===== src/rtl/pixel_sink.sv =====
`default_nettype none
// ============================================================================
//  Module   : pixel_sink
//  Brief    : Receiving end of the graphing-unit pixel stream. Clips
//             off-screen pixels, buffers on-screen ones in a small FIFO and
//             drains them into the framebuffer write port. Also runs a
//             full-screen clear sweep on request.
//  Revision : 1.0  initial release
// ============================================================================
module pixel_sink #(
  parameter int SCREEN_W   = 320,
  parameter int SCREEN_H   = 240,
  parameter int FIFO_DEPTH = 8
) (
  input  logic        clk,
  input  logic        reset,
  input  logic [8:0]  x_in,
  input  logic [7:0]  y_in,
  input  logic [2:0]  colour_in,
  input  logic        writeEn,
  input  logic        clear,
  input  logic [2:0]  clear_colour,
  output logic        fifo_full,
  output logic        overflow,
  output logic        busy,
  output logic [16:0] fb_addr,
  output logic [2:0]  fb_data,
  output logic        fb_we,
  output logic [15:0] pixel_count,
  output logic [7:0]  clip_count
);

  // FIFO pointer width; depth is a power of two so pointers wrap naturally.
  localparam int              c_AW        = (FIFO_DEPTH > 1) ? $clog2(FIFO_DEPTH) : 1;
  localparam logic [c_AW:0]   c_FULL_CNT  = (c_AW + 1)'(FIFO_DEPTH);
  localparam logic [9:0]      c_X_LIM     = 10'(SCREEN_W);
  localparam logic [8:0]      c_Y_LIM     = 9'(SCREEN_H);
  localparam logic [16:0]     c_W17       = 17'(SCREEN_W);
  localparam logic [16:0]     c_LAST_ADDR = 17'(SCREEN_W * SCREEN_H - 1);

  typedef enum logic [0:0] {
    S_IDLE  = 1'b0,
    S_CLEAR = 1'b1
  } state_t;

  // FIFO storage: {x, y, colour}
  logic [19:0]     r_mem [FIFO_DEPTH];
  logic [c_AW-1:0] r_wr_ptr;
  logic [c_AW-1:0] r_rd_ptr;
  logic [c_AW:0]   r_count;

  // Pop stage: entry read out of the FIFO, written to the framebuffer next edge.
  logic            r_stg_valid;
  logic [8:0]      r_stg_x;
  logic [7:0]      r_stg_y;
  logic [2:0]      r_stg_c;

  // Control / output registers
  state_t          r_state;
  logic [16:0]     r_sweep;
  logic [2:0]      r_clr_colour;
  logic            r_busy;
  logic            r_overflow;
  logic [16:0]     r_fb_addr;
  logic [2:0]      r_fb_data;
  logic            r_fb_we;
  logic [15:0]     r_pixel_count;
  logic [7:0]      r_clip_count;

  logic            w_x_ok;
  logic            w_y_ok;
  logic            w_in_bounds;
  logic            w_clip;
  logic            w_full;
  logic            w_empty;
  logic            w_pop;
  logic            w_push;
  logic            w_drop;
  logic [19:0]     w_head;
  logic [16:0]     w_stg_addr;

  assign w_x_ok      = ({1'b0, x_in} < c_X_LIM);
  assign w_y_ok      = ({1'b0, y_in} < c_Y_LIM);
  assign w_in_bounds = writeEn && w_x_ok && w_y_ok;
  assign w_clip      = writeEn && !(w_x_ok && w_y_ok);
  assign w_full      = (r_count == c_FULL_CNT);
  assign w_empty     = (r_count == '0);

  // No pop on the edge a clear is accepted, so the first sweep write never
  // collides with a stream write coming out of the pop stage.
  assign w_pop       = (r_state == S_IDLE) && !clear && !w_empty;
  assign w_push      = w_in_bounds && (!w_full || w_pop);
  assign w_drop      = w_in_bounds && w_full && !w_pop;
  assign w_head      = r_mem[r_rd_ptr];
  assign w_stg_addr  = 17'(r_stg_y) * c_W17 + 17'(r_stg_x);

  // FIFO storage write (no reset needed: occupancy tracks validity)
  always_ff @(posedge clk) begin
    if (w_push) begin
      r_mem[r_wr_ptr] <= {x_in, y_in, colour_in};
    end
  end

  // FIFO pointers and occupancy; push and pop together keep the count
  always_ff @(posedge clk or posedge reset) begin
    if (reset) begin
      r_wr_ptr <= '0;
      r_rd_ptr <= '0;
      r_count  <= '0;
    end else begin
      if (w_push) begin
        r_wr_ptr <= r_wr_ptr + 1'b1;
      end
      if (w_pop) begin
        r_rd_ptr <= r_rd_ptr + 1'b1;
      end
      case ({w_push, w_pop})
        2'b10:   r_count <= r_count + 1'b1;
        2'b01:   r_count <= r_count - 1'b1;
        default: r_count <= r_count;
      endcase
    end
  end

  // Pop stage register holding the entry leaving the FIFO
  always_ff @(posedge clk or posedge reset) begin
    if (reset) begin
      r_stg_valid <= 1'b0;
      r_stg_x     <= '0;
      r_stg_y     <= '0;
      r_stg_c     <= '0;
    end else begin
      r_stg_valid <= w_pop;
      if (w_pop) begin
        r_stg_x <= w_head[19:11];
        r_stg_y <= w_head[10:3];
        r_stg_c <= w_head[2:0];
      end
    end
  end

  // Sticky overflow and saturating clip counter
  always_ff @(posedge clk or posedge reset) begin
    if (reset) begin
      r_overflow   <= 1'b0;
      r_clip_count <= '0;
    end else begin
      if (w_drop) begin
        r_overflow <= 1'b1;
      end
      if (w_clip && (r_clip_count != 8'hFF)) begin
        r_clip_count <= r_clip_count + 1'b1;
      end
    end
  end

  // Sink FSM: stream writes in idle, full-screen sweep in clear
  always_ff @(posedge clk or posedge reset) begin
    if (reset) begin
      r_state       <= S_IDLE;
      r_sweep       <= '0;
      r_clr_colour  <= '0;
      r_busy        <= 1'b0;
      r_fb_addr     <= '0;
      r_fb_data     <= '0;
      r_fb_we       <= 1'b0;
      r_pixel_count <= '0;
    end else begin
      r_fb_we <= 1'b0;
      case (r_state)
        S_IDLE: begin
          if (r_stg_valid) begin
            r_fb_we       <= 1'b1;
            r_fb_addr     <= w_stg_addr;
            r_fb_data     <= r_stg_c;
            r_pixel_count <= r_pixel_count + 1'b1;
          end
          if (clear) begin
            r_state      <= S_CLEAR;
            r_busy       <= 1'b1;
            r_sweep      <= '0;
            r_clr_colour <= clear_colour;
          end
        end
        S_CLEAR: begin
          r_fb_we   <= 1'b1;
          r_fb_addr <= r_sweep;
          r_fb_data <= r_clr_colour;
          if (r_sweep == c_LAST_ADDR) begin
            r_state <= S_IDLE;
            r_busy  <= 1'b0;
          end else begin
            r_sweep <= r_sweep + 1'b1;
          end
        end
        default: begin
          r_state <= S_IDLE;
          r_busy  <= 1'b0;
        end
      endcase
    end
  end

  assign fifo_full   = w_full;
  assign overflow    = r_overflow;
  assign busy        = r_busy;
  assign fb_addr     = r_fb_addr;
  assign fb_data     = r_fb_data;
  assign fb_we       = r_fb_we;
  assign pixel_count = r_pixel_count;
  assign clip_count  = r_clip_count;

endmodule
`default_nettype wire

===== config.mk =====
export PLATFORM = sky130hd
export DESIGN_NAME = pixel_sink
export DESIGN_NICKNAME = d
export VERILOG_FILES = /design/src/rtl/pixel_sink.sv
export SDC_FILE = /design/constraint.sdc
export NUM_CORES = 1
export LEC_CHECK = 0
export CAP_MARGIN = 5
export CORE_UTILIZATION = 59
export DETAILED_ROUTE_END_ITERATION = 6
export PLACE_DENSITY = 0.8
export RECOVER_POWER = 100
export SYNTH_ARGS = -nofsm -noshare
export SYNTH_HDL_FRONTEND = slang
export SYNTH_SLANG_ARGS = --single-unit

===== constraint.sdc =====
create_clock -name clk -period 4.75 [get_ports clk]
set_input_delay 1.1875 -clock clk [delete_from_list [all_inputs] [get_ports clk]]
set_output_delay 1.1875 -clock clk [all_outputs]
set_load 0.005 [all_outputs]

# After elaboration in Yosys (flattened, before gate mapping)
# Memories as Yosys holds them, arrays and structs flattened. A register that Yosys moved wholly into a read port is not among the register bits.
# Cells that the tools add are included.
[op_classes]
mul = 1
n_addsub = 8
bitwise_logic = 1
n_eq_ne = 9
muxes = 18
n_lt_le_gt_ge = 2
n_reduce_logical = 22
[op_table]
columns = ["cell", "count"]
rows = [
  ["$pmux 17 s2", 2],
  ["$mux 17", 3],
  ["$add 17x1->17 const B", 1],
  ["$add 17x9->17", 1],
  ["$eq 17x17->1 const B", 1],
  ["$add 16x1->16 const B", 1],
  ["$mul 8x3->11 const B", 1],
  ["$logic_and 1x1->1", 10],
  ["$lt 9x9->1 const B", 1],
  ["$add 8x1->8 const B", 1],
  ["$lt 8x8->1 const B", 1],
  ["$ne 8x8->1 const B", 1],
  ["$pmux 4 s2", 1],
  ["$reduce_and 2->1", 4],
  ["$mux 1", 7],
  ["$add 3x1->3 const B", 2],
  ["$ne 2x2->1 const B", 3],
  ["$pmux 1 s2", 3],
  ["$pmux 3 s2", 1],
  ["$logic_not 1->1", 5],
  ["$add 4x1->4 const B", 1],
  ["$eq 4x4->1 const B", 1],
  ["$logic_not 4->1", 1],
  ["$sub 4x1->4 const B", 1],
  ["7 further kinds", 7],
]
[totals]
output_inout_bits = 48
input_bits = 27
n_memories = 1
mem_bits_rw = 160
wordCells = 76
register_bits = 79
[memory_table]
columns = ["name", "words", "width", "read_ports", "rd_clocked_by_memory_dff", "write_ports", "line", "source"]
rows = [
  ["r_mem", 8, 20, 1, 1, 1, "47", "logic [19:0] r_mem [FIFO_DEPTH];"],
]

# Longest topological paths before layout
[depth]
ltp_word = 7
mapped_depth = 11
ltp_nobuf = 10

# Worst setup path before layout
# Ideal clock, no wire load.
[synth_path]
path_type = "input port to flip-flop"
start = "input port clear"
end = "memory r_mem[4][0] (enable)"
setup_ps = 456
required_time_ps = 4294
path_stages = 5
t_arrival_ps = 4059
setup_slack_ps = 236
path_buffers = 1
cell_sequence = "or2_0 > buf_2 > nand3_1 > nand3_1 > nor4b_1"
[synth_via]
elab_chain_len = 7
[synth_lines]
columns = ["item", "line", "source"]
rows = [
  ["start: declaration", "21", "input logic clear,"],
  ["$logic_not 1->1", "91", "assign w_pop = (r_state == S_IDLE) && !clear && !w_empty;"],
  ["$logic_and 1x1->1 (2 in a row)", "91", ""],
  ["$logic_or 1x1->1", "92", "assign w_push = w_in_bounds && (!w_full || w_pop);"],
  ["$logic_and 1x1->1", "92", ""],
  ["$mux 1", "99", "if (w_push) begin"],
  ["$mux 1 (implied by the code)", "100", "r_mem[r_wr_ptr] <= {x_in, y_in, colour_in};"],
  ["end: declaration", "47", ""],
]
# No other way between the ends.

# Final worst setup path
[layout_path]
start = "input port x_in[7]"
end = "memory r_mem[6][5] (enable)"
[layout_via]
elab_chain_len = 6
[layout_lines]
columns = ["item", "line", "source"]
rows = [
  ["start: declaration", "17", "input logic [8:0] x_in,"],
  ["$lt 9x9->1", "82", "assign w_x_ok = ({1'b0, x_in} < c_X_LIM);"],
  ["$logic_and 1x1->1 (2 in a row)", "84", "assign w_in_bounds = writeEn && w_x_ok && w_y_ok;"],
  ["$logic_and 1x1->1", "92", ""],
  ["$mux 1", "99", ""],
  ["$mux 1 (implied by the code)", "100", ""],
]
# No other way between the ends.

==> results by group <==
Status
  – Status: finished with violations
  – Violated checks: max-capacitance violations, max-slew violations

Place
  – GPL Wtd Cong: 0.890
  – HPWL after DPL: about 14 mm
  – Place WS: approximately 1.1 ns
  – Number of port buffers: 74

Final layout
  – Final #Nets: between 800 and 900
  – Share of layout cells above drive strength 1: between 10% and 20%
  – P&R area growth vs syn: 17.0%
  – Filler Cell Count: between 1000 and 1500
  – Diodes inserted: 0
  – Post-layout util: between 70% and 80%

Route
  – WL per Instance: approximately 20 um
  – Drt total wl: 21.3 mm
  – Antenna viol nets, final: 0
  – DR vias: between 6000 and 7000
  – Detailed Route Iter0 Violations: approximately 330
  – Drt via density: between 5 and 6
  – Drt pass-1 iters: 5
  – Drc violations: 0

STA
  – Final setup TNS: 0 ns
  – Final setup margin: 0.946 ns
  – Final worst path period need: 3.80 ns
  – Final setup vio count: 0
  – Clock skew: around 0.013 ns
  – Final hold violation count: 0
  – Period Utilization, post-route: between 80% and 90%
  – Fmax: 0.263 GHz
  – Least-Margin Pin Slew: roughly 2.0 ns
  – Hold_ws: between 0.4 and 0.5 ns
  – Slew Viols, Final: 121
  – Setup repair after global routing missed its margin: no
  – Rel. slew slack: -30.5%

Setup path
  – Critical-path top delay cell: clkbuf_1
  – Slowest stage delay, CP: about 0.97 ns
  – Worst path top cell family by delay: buffers and inverters
  – Crit path cell chain: dlygate4sd3_1 > o21ai_0 > and2_0 > nand3_1 > nor3_2 > clkbuf_1
  – Worst Path Arrival: 3.95 ns
  – Critical Path Fanout Max: 20
  – Crit start category: primary input
  – WP buf/inv: 2
  – Critical Path End Type: register
  – WP data required: about 5 ns
  – Class of the most critical setup path: in2reg

Logic synthesis
  – Synth cell types: 54
  – Synth Instances: 705
  – Synth top area share: roughly 44%
  – Synth Net Count: 757
  – EDFF count, synth: 160
  – Most frequent cells after synthesis: edfxtp_1 (160), dfrtp_1 (99), nor2_1 (48)
  – Asr flop ratio synth: between 30% and 40%
  – Avg Inst Size Synth: between 15 and 20 sq um
  – Synth Register Bits: around 260
  – Post-synthesis sequential area ratio: roughly two thirds
  – Yosys top cell by area: edfxtp_1
  – Most common cell in the netlist: edfxtp_1
  – YS warnings: 0
  – Main synth FF type: edfxtp_1
  – Synthesized cell area: about 11000 sq um
  – Dominant cells by area after synthesis: edfxtp_1 (44%), dfrtp_1 (23%), mux4_2 (8.3%)

GRT
  – Initial antenna violation count: 0
  – Largest net degree at the start of global routing: 47
  – First-pass GRT wire length: between 30 and 40 mm
  – GRT Overall Usage: between 20% and 30%
  – Number of global-route vias before repair: approximately 6300
  – Grt ovf: 0

Power and ir drop
  – Clk network pwr share: 32.4%
  – Static leakage: 4.81 nW
  – Int Power: approximately 4.6 mW
  – Maximum vdd drop: approximately 0.41 mV
  – Seq pwr share: approximately 46%
  – Part of the power in combinational logic: approximately 22%
  – Switch share: between 20 and 30%
  – Net Switching: ~1.8 mW
  – Pwr Density: roughly 510 nW/um^2
  – Final Power: between 6 and 7 mW

Clock network
  – # hold bufs at CTS: 0
  – CTS tree: built
  – CTS Sinks: 259
  – Gates resized, CTS repair: 0
  – H-tree levels: 1
  – Worst skew pair latency: 0.54 ns
  – Clk slew on worst S/H paths: 0.06 ns
  – CTS Buf Count: 26
  – CTS Root Cell: clkbuf_16
  – Postcts setup bufs: 0
  – Max Buffers Root-to-Sink: 3

Floorplanning
  – Row count: 49
  – Height of the die: about 140 um
  – Core footprint: 18000 sq um
  – Die width: between 100 and 150 um
  – Die ar.: 19000 sq um
  – Effective utilization at floorplan: 60.4%
  – IO Pins: 75

Flow run
  – Max-cap violations: 3

Min path
  – HP Class: reg2reg
-- layer usage --
| metal | up-vias | wire length (um) | global-route usage (%) |
|---|---|---|---|
| li1 | 2820 | - | - |
| met1 | 3118 | 8900 | 31.2 |
| met2 | 197 | 10700 | 39.7 |
| met3 | 39 | 1100 | 3.50 |
| met4 | 0 | 603 | 8.57 |
| met5 | - | 0 | 0 |
-- through the flow --
stage,cell area [sq um],cells
floorplan,10900,705
global placement,11900,994
detailed placement,11900,994
CTS,12800,1042
global route,12700,1042
finish,12700,1042
-- cell families after synthesis --
kind of cell,share of synthesized area (%)
AOI/OAI and AO/OA,4.14
xor gates and xnor gates,4.26
adders and majority gates,3.08
buffers and inverters,1.57
DFF,66.9
muxes,11.9
and+or+nand+nor,8.14
-- worst paths after layout --
kind,slack (ns),to,startpoint,cells after the start
min in group asynchronous,1.55,fb_addr[7],reset,2
min,0.48,busy,busy,1
max,0.95,r_mem[6][5],x_in[7],6
max reg2reg,1.20,r_stg_y[0],r_rd_ptr[0],4
min reg2reg,0.48,busy,busy,1
max in group asynchronous,1.48,r_stg_x[2],reset,3
-- flip-flops by register name, summed over array words and instances, names as in the netlist, 3 cells and up --
register,cells
clip_count,8
fb_addr,17
fb_data,3
pixel_count,16
r_clr_colour,3
r_count,4
r_mem,160
r_rd_ptr,3
r_stg_c,3
r_stg_x,9
r_stg_y,8
r_sweep,17
r_wr_ptr,3
-- worst reg2reg max path, stage by stage, from the launching register on --
cell and delay (ns):
dfrtp_1 1.65, clkbuf_1 0.80, mux4_2 0.64, mux2i_1 0.23, a21oi_1 0.10
-- cells in the final DEF (no fill, tap or decap), types with 22 or more instances in the layout --
cell type,Yosys,final
dfrtp_1,99,99
mux2i_1,33,33
clkbuf_16,0,26
mux4_2,40,40
ha_1,22,22
xnor2_1,36,36
nand2_1,45,46
o21ai_0,22,25
dlygate4sd3_1,0,69
a21oi_1,28,28
edfxtp_1,160,160
nor2_1,48,50
-- final cells by class --
cell class                 instances  area (sq um)  area share, %
multi-input combinational        405          3390           26.6
clock inverter                    18           230           1.81
tap                              229           287           2.25
timing repair buffer              90           840           6.59
sequential                       259          7280           57.2
clock buffer                      30           666           5.22
inverter                          11          42.5          0.334
-- power by group through the flow --
| stage | Sequential (mW) | Clock (mW) | Combinational [mW] |
|---|---|---|---|
| 6_report | 2.97 | 2.10 | 1.40 |
| 5_1_grt | 3.01 | 2.21 | 1.55 |
| 4_1_cts | 2.98 | 2.13 | 1.46 |
| 3_5_place_dp | 3.02 | 0 | 1.44 |
| 3_3_place_gp | 2.99 | 0 | 1.39 |
| 2_1_floorplan | 2.89 | 0 | 1.05 |
(Power assumes the default switching activity.)
